**src/rtl/hdr_remap_pkg.sv**
```systemverilog
`default_nettype none
// ============================================================================
// Module      : hdr_remap_pkg
// Description : Shared types and default sizing for the header-remapping
//               serial deserialiser.
// Revision    : 1.0 - initial release
// ============================================================================
package hdr_remap_pkg;

  // Two-phase frame walk: header bits first, then payload bits.
  typedef enum logic [0:0] {
    HDR = 1'b0,
    PAY = 1'b1
  } state_t;

  // Default frame geometry: 4-bit header followed by 8-bit payload.
  localparam int HDR_W_DEF = 4;
  localparam int PAY_W_DEF = 8;
  localparam int FRAME_W   = HDR_W_DEF + PAY_W_DEF;
  localparam int BCNT_W    = $clog2(FRAME_W);

  // Width of a bit-position counter covering positions 0..frame_w-1.
  function automatic int bcnt_width(input int frame_w);
    return (frame_w < 2) ? 1 : $clog2(frame_w);
  endfunction

endpackage
`default_nettype wire

```
**src/rtl/sat_counter.sv**
```systemverilog
`default_nettype none
// ============================================================================
// Module      : sat_counter
// Description : Event counter that sticks at all-ones instead of wrapping.
// Revision    : 1.0 - initial release
// ============================================================================
module sat_counter
  import hdr_remap_pkg::*;
#(
  parameter int W = 16
) (
  input  logic         clk,
  input  logic         rst_n,
  input  logic         inc,
  output logic [W-1:0] cnt
);

  localparam logic [W-1:0] c_max = '1;

  logic [W-1:0] r_cnt;

  // Count one per inc pulse, holding at the maximum once reached.
  always_ff @(posedge clk) begin
    if (!rst_n) begin
      r_cnt <= '0;
    end else if (inc && (r_cnt != c_max)) begin
      r_cnt <= r_cnt + W'(1);
    end
  end

  assign cnt = r_cnt;

endmodule
`default_nettype wire

```
**src/rtl/hdr_remap_deser.sv**
```systemverilog
`default_nettype none
// ============================================================================
// Module      : hdr_remap_deser
// Description : MSB-first serial-to-parallel frame deserialiser. Frames whose
//               header equals MATCH_HDR are emitted with NEW_HDR in place of
//               the header; mismatches are dropped or passed through.
//               A start-of-frame mid-frame aborts and resynchronises.
// Revision    : 1.0 - initial release
// ============================================================================
module hdr_remap_deser
  import hdr_remap_pkg::*;
#(
  parameter int               HDR_W         = HDR_W_DEF,
  parameter int               PAY_W         = PAY_W_DEF,
  parameter logic [HDR_W-1:0] MATCH_HDR     = 4'hA,
  parameter logic [HDR_W-1:0] NEW_HDR       = 4'h5,
  parameter bit               DROP_MISMATCH = 1'b1,
  parameter int               CNT_W         = 16
) (
  input  logic                   clk,
  input  logic                   rst_n,
  input  logic                   in,
  input  logic                   valid,
  input  logic                   sof,
  output logic [HDR_W+PAY_W-1:0] out,
  output logic                   out_valid,
  output logic                   hit,
  output logic                   drop,
  output logic                   abort,
  output logic [CNT_W-1:0]       hit_cnt,
  output logic [CNT_W-1:0]       drop_cnt
);

  localparam int c_frame_w = HDR_W + PAY_W;
  localparam int c_bcnt_w  = bcnt_width(c_frame_w);

  localparam logic [c_bcnt_w-1:0] c_hdr_last   = c_bcnt_w'(HDR_W - 1);
  localparam logic [c_bcnt_w-1:0] c_frame_last = c_bcnt_w'(c_frame_w - 1);

  // Registered state. The shift register holds one bit fewer than a frame:
  // the final bit arrives on the input and completes the frame combinationally.
  state_t                r_state;
  logic [c_bcnt_w-1:0]   r_bcnt;
  logic [c_frame_w-2:0]  r_shift;
  logic                  r_match;
  logic [c_frame_w-1:0]  r_out;
  logic                  r_out_valid;
  logic                  r_hit;
  logic                  r_drop;
  logic                  r_abort;

  // Next-state values and single-cycle events.
  state_t                w_state_nxt;
  state_t                w_st;
  logic [c_bcnt_w-1:0]   w_bcnt_nxt;
  logic [c_bcnt_w-1:0]   w_pos;
  logic [c_frame_w-1:0]  w_frame;
  logic [c_frame_w-2:0]  w_shift_d;
  logic                  w_match_d;
  logic [c_frame_w-1:0]  w_out_d;
  logic                  w_emit;
  logic                  w_hit;
  logic                  w_drop;
  logic                  w_abort;

  // Everything received so far with the current input bit appended.
  assign w_frame = {r_shift, in};

  // Frame walk: resync on mid-frame sof, latch the header match, and decide
  // the fate of the frame on its last payload bit.
  always_comb begin
    w_state_nxt = r_state;
    w_st        = r_state;
    w_bcnt_nxt  = r_bcnt;
    w_pos       = r_bcnt;
    w_shift_d   = r_shift;
    w_match_d   = r_match;
    w_out_d     = r_out;
    w_emit      = 1'b0;
    w_hit       = 1'b0;
    w_drop      = 1'b0;
    w_abort     = 1'b0;

    if (valid) begin
      w_shift_d = w_frame[c_frame_w-2:0];

      // A start-of-frame away from position 0 discards the partial frame;
      // the current bit is then processed as header bit 0.
      if (sof && (r_bcnt != '0)) begin
        w_abort = 1'b1;
        w_pos   = '0;
        w_st    = HDR;
      end

      w_bcnt_nxt  = w_pos + c_bcnt_w'(1);
      w_state_nxt = w_st;

      case (w_st)
        HDR: begin
          if (w_pos == c_hdr_last) begin
            w_match_d   = (w_frame[HDR_W-1:0] == MATCH_HDR);
            w_state_nxt = PAY;
          end
        end
        PAY: begin
          if (w_pos == c_frame_last) begin
            w_bcnt_nxt  = '0;
            w_state_nxt = HDR;
            if (r_match) begin
              w_out_d = {NEW_HDR, w_frame[PAY_W-1:0]};
              w_emit  = 1'b1;
              w_hit   = 1'b1;
            end else if (!DROP_MISMATCH) begin
              w_out_d = w_frame;
              w_emit  = 1'b1;
            end else begin
              w_drop  = 1'b1;
            end
          end
        end
        default: begin
          w_state_nxt = HDR;
        end
      endcase
    end
  end

  // State register and registered outputs; reset discards any partial frame.
  always_ff @(posedge clk) begin
    if (!rst_n) begin
      r_state     <= HDR;
      r_bcnt      <= '0;
      r_shift     <= '0;
      r_match     <= 1'b0;
      r_out       <= '0;
      r_out_valid <= 1'b0;
      r_hit       <= 1'b0;
      r_drop      <= 1'b0;
      r_abort     <= 1'b0;
    end else begin
      r_state     <= w_state_nxt;
      r_bcnt      <= w_bcnt_nxt;
      r_shift     <= w_shift_d;
      r_match     <= w_match_d;
      r_out       <= w_out_d;
      r_out_valid <= w_emit;
      r_hit       <= w_hit;
      r_drop      <= w_drop;
      r_abort     <= w_abort;
    end
  end

  // Aborts and drops can never coincide, so one increment per cycle suffices.
  sat_counter #(
    .W (CNT_W)
  ) u_hit_cnt (
    .clk   (clk),
    .rst_n (rst_n),
    .inc   (w_hit),
    .cnt   (hit_cnt)
  );

  sat_counter #(
    .W (CNT_W)
  ) u_drop_cnt (
    .clk   (clk),
    .rst_n (rst_n),
    .inc   (w_drop | w_abort),
    .cnt   (drop_cnt)
  );

  assign out       = r_out;
  assign out_valid = r_out_valid;
  assign hit       = r_hit;
  assign drop      = r_drop;
  assign abort     = r_abort;

endmodule
`default_nettype wire
```
**config.mk**
```make
export PLATFORM = sky130hd
export DESIGN_NAME = hdr_remap_deser
export DESIGN_NICKNAME = d
export VERILOG_FILES = /design/src/rtl/hdr_remap_pkg.sv /design/src/rtl/sat_counter.sv /design/src/rtl/hdr_remap_deser.sv
export SDC_FILE = /design/constraint.sdc
export NUM_CORES = 1
export LEC_CHECK = 0
export CELL_PAD_IN_SITES_DETAIL_PLACEMENT = 0
export CELL_PAD_IN_SITES_GLOBAL_PLACEMENT = 1
export CORE_MARGIN = 2
export CORE_UTILIZATION = 35
export CTS_CLUSTER_DIAMETER = 200
export DETAILED_ROUTE_END_ITERATION = 10
export PLACE_DENSITY = 0.75
export SKIP_LAST_GASP = 1
export SYNTH_ARGS = -nofsm -noshare
export SYNTH_HDL_FRONTEND = slang
export SYNTH_SLANG_ARGS = --single-unit
```
**constraint.sdc**
```tcl
create_clock -name clk -period 4.4 [get_ports clk]
set_input_delay 1.1 -clock clk [delete_from_list [all_inputs] [get_ports clk]]
set_output_delay 1.1 -clock clk [all_outputs]
set_load 0.005 [all_outputs]
```
* Word-level counts from Yosys, hierarchy flattened
Cells that the tools add are included. Widths: inputs -> output; s select.
Storage, ports and cells: output and inout port bits 48, register bits 57
Cells by class: add/sub/neg operators 3, reduce and logical (&&, ||, !) cells 6, bitwise logic cells 2, multiplexer cells 19, equal/unequal tests 5
Operators by type and width (number):
- $add 16x1->16 const B | 2
- $ne 16x16->1 const B | 2
- $mux 4 | 4
- $mux 1 | 14
- $eq 4x4->1 const B | 2
- $add 4x1->4 const B | 1
- $eq 4x2->1 const B | 1
- $reduce_and 4->1 | 1
- $reduce_bool 4->1 | 1
- $logic_and 1x1->1 | 3
- $reduce_and 3->1 | 1
- $pmux 1 s2 | 1
- $not 1->1 | 1
- $or 1x1->1 | 1

* Longest topological paths before layout
word-level depth 10, gate-level depth with buffers 9

* Hierarchy
From an unflattened synthesis, not the netlist that was laid out.
Unflattened totals: cell total of the unflattened synthesis 314, area, all modules 2791.4 um^2
Modules (own cells, without submodules):
- sat_counter | instances 2, area each 837.1 um^2, seq. area each 320.3 um^2, cells each 97
- hdr_remap_deser | instances 1, area each 1117.3 um^2, seq. area each 500.5 um^2, cells each 120

* Worst setup path before layout
No wires, ideal clock.
path type input port to flip-flop, start point input sof, end point register u_drop_cnt.r_cnt[9] (netlist: u_drop_cnt.cnt[9]), stages on the path 8, arrival 2.866 ns, buffers on the path 2, slack 1.462 ns, library setup time 0.072 ns, cells stage by stage clkbuf_1 nor2b_1 ha_1 and4b_2 a32oi_4 buf_6 a2111oi_0 mux2i_1
Between the ends: cells in the longest elaborated chain, start to end 9
Ends and longest elaborated chain:
- start, declared | RTL line hdr_remap_deser.sv:24 | input logic sof,
- $logic_and 1x1->1 * | RTL line hdr_remap_deser.sv:89 | if (sof && (r_bcnt != '0)) begin
- $mux 4 | RTL line hdr_remap_deser.sv:89
- $mux 4 | RTL line hdr_remap_deser.sv:84 | if (valid) begin
- $eq 4x4->1 | RTL line hdr_remap_deser.sv:106 | if (w_pos == c_frame_last) begin
- $mux 1 | RTL line hdr_remap_deser.sv:106
- $mux 1 | RTL line hdr_remap_deser.sv:98 | case (w_st)
- $mux 1 | RTL line hdr_remap_deser.sv:84
- $or 1x1->1 * | RTL line hdr_remap_deser.sv:168 | .inc (w_drop | w_abort),
- $logic_and 1x1->1 * | RTL line sat_counter.sv:26 | end else if (inc && (r_cnt != c_max)) begin
- end signal, assigned | RTL line sat_counter.sv:27 | r_cnt <= r_cnt + W'(1);
- end, declared | RTL line sat_counter.sv:20 | logic [W-1:0] r_cnt;
Every way passes the cells marked *; elsewhere a longest branch is shown, timed or not. The select of a mux whose other input is x is not followed. A chain may end at the register's enable or synchronous reset.

* Worst setup path after layout
start point input sof, end point register u_drop_cnt.r_cnt[5] (netlist: u_drop_cnt.cnt[5])
Same word-level chain as after synthesis.

==> impl_metrics.yaml <==
run:
  drv_cap: 0
die:
  num_io_pins: 53
  initial_core_util: 0.367
  die_x_um: 94.4
  coreArea_um2: 7810
  num_rows: 32
  dieArea_um2: 8920
  die_h_um: 94.4
cells_and_area:
  design_area_um2: 3620
  final_common_cell: "dfxtp_1"
  drive_above_1_share: 0.0928
  fin_nets: 380
  final_util: 0.464
  antennaDiodeCount: 0
  areaGrowthSynthToFinish_pct: 26.6
  final_cell_mix: "57 x dfxtp_1, 50 x clkdlybuf4s50_1, 36 x nand2_1"
sta:
  hold_viol_final: 0
  fin_crit_sh: 0.768
  setup_ws_ps: 1020
  setup_viol: 0
  worstMarginPinSlew_ps: 1140
  rsz0062_at_grt: "no"
  drv_slew: 0
  max_freq_mhz: 296
  period_minus_slack_ps: 3380
  fin_worst_skew_ps: 5.99
  setup_tns_ps: 0
  relSlewSlack: 0.237
clock_tree:
  cts_tree: "built"
  holdBufCountCts: 0
  clock_latency_ps: 340
  cts_buffers: 9
  path_clk_slew_ps: 70
  postCtsResizedCells: 0
  htreeDepth: 3
  postCtsSetupRepairBufs: 0
  cts-root-buf: "clkbuf_8"
  cts.path.max_buffers: 2
  clock_sinks: 57
setup_path:
  critPathLaunchType: "input pin"
  cp.required_ps: 4670
  slowest_delay_ps: 660
  path_delay_family: "compound AO/OA/AOI/OAI gates"
  criticalPathCategory: "in2reg"
  cp_cell_sequence: "clkdlybuf4s50_1 > nor2b_1 > ha_1 > and4b_2 > a32oi_4 > a2111oi_0 > mux2i_1"
  worstPathArrival_ps: 3650
  slowest_stage: "clkdlybuf4s50_1"
  path_buf_inv: 1
  cp_max_fo: 24
  end_kind: "flip-flop"
power_and_ir_drop:
  leakage_nw: 1.17
  cellInternalPower_mw: 0.841
  ir_drop_mv: 0.179
  power_density_nw_per_um2: 298
  combinationalPowerShare: 0.038
  seq_power_share: 0.483
  clkPwrFrac: 0.480
  switchingPower_mw: 0.241
  swShare: 0.222
synth:
  synthDistinctLibCells: 53
  async_flop_share: 0
  synth_area_leader_cell: "dfxtp_1"
  synth_area_per_cell_um2: 8.78
  synthesis.area_um2: 2860
  ys.flop_type: "dfxtp_1"
  synth_area_leaders: "dfxtp_1 40%, mux2i_1 5.6%, nand2_1 4.7%"
  synth_seq_cells: 57
  synth_edf_count: 0
  yosysWarnings: 0
  yosysSeqAreaShare: 0.399
  syn-instance-count: 326
  synth.top_cell.area_share: 0.399
outcome:
  status: "finished clean"
grt:
  grt_pass1_vias: 2407
  grt.overflow.total: 0
  grt_max_degree: 27
  antenna_found_initial: 0
  grtUsageTotal: 0.159
  grt_pass1_wl_um: 11500
route:
  postRouteAntennaNets: 0
  drtIter0Drc: 127
  vias: 2633
  via_per_inst: 5.50
  post_drt_wl_per_cell_um: 13.8
  routed_wirelength_um: 6610
  drt_pass1_iterations: 4
  drcViolationCount: 0
placement:
  dpl.hpwl_um: 4420
  portBuffers: 50
  dpl-instance-area_um2: 3410
  place.gp.congestion: 0.799
  dp_worst_setup_slack_ps: 683
min_path:
  hp-class: "reg2reg"
-- kinds of logic (layout without fill, tap and decap cells) --
| family | after synthesis | after routing | synth area share |
|---|---|---|---|
| compound gates | 80 | 80 | 0.203 |
| buf+inv | 31 | 81 | 0.0573 |
| mux | 16 | 16 | 0.0559 |
| simple gates | 138 | 138 | 0.271 |
| other cells | 1 | 2 | 0.00131 |
| fa+ha+maj | 3 | 3 | 0.0131 |
| flops | 57 | 57 | 0.399 |
-- cell usage after synthesis (7+ instances only) --
library cell	n
nor4_1	7
mux2i_1	16
nand4_1	11
o31ai_1	15
a21oi_1	26
nand2_1	36
nand2b_1	8
clkbuf_1	11
nor2_1	21
dfxtp_1	57
inv_1	8
or4_1	13
nand3_1	13
-- tightest hold or removal path, cell delays in order, from the launching register on --
cell,delay [ps]
dfxtp_1,310
nand2_1,50
a21oi_1,50
-- power by group through the flow --
stage	sequential, mW	clock (mW)	combinational [mW]
6_report	0.522	0.519	0.0407
3_5_place_dp	0.534	0	0.0410
2_1_floorplan	0.533	0	0.0310
4_1_cts	0.522	0.535	0.0411
5_1_grt	0.523	0.558	0.0454
3_3_place_gp	0.534	0	0.0405
-- worst paths after layout --
kind                  start           endpoint  slack [ps]  depth (start not counted)
hold reg to reg      out[1]             out[1]         460                          2
setup / recovery        sof  u_drop_cnt.cnt[5]        1020                          7
setup reg to reg  r_bcnt[0]  u_drop_cnt.cnt[5]        2130                          6
hold / removal       out[1]             out[1]         460                          2
-- cell type report --
class,count,area (µm²)
multi-input combinational,239,1560
fill,791,4180
clock inverter,4,50.0
timing repair buffer,56,546
sequential,57,1140
inverter,9,33.8
tap,102,128
clock buffer,12,165
-- per-stage QoR --
| step | power (mW) | std cells | hold WS (ps) |
|---|---|---|---|
| after global routing | 1.13 | 479 | 487 |
| after CTS | 1.10 | 479 | 461 |
| final | 1.08 | 479 | 455 |
| after detailed placement | 0.575 | 463 | 451 |
| after floorplan | 0.564 | 327 | 431 |
| after global placement | 0.575 | 463 | 447 |
-- flip-flops by register name, indices dropped and copies added (netlist names) --
| signal | count |
|---|---|
| r_bcnt | 4 |
| out | 9 |
| abort | 1 |
| u_drop_cnt.cnt | 16 |
| r_state | 1 |
| drop | 1 |
| r_match | 1 |
| u_hit_cnt.cnt | 16 |
| hit | 1 |
| r_shift | 7 |
-- per-layer routing --
layer	global-route usage	vias up	wire length, µm
met1	0.218	1243	3220
met2	0.239	58	3000
met4	0.0580	0	99
met3	0.0439	11	289
li1	-	1321	-
met5	0	-	0
Power figures use the tool's default switching activity.
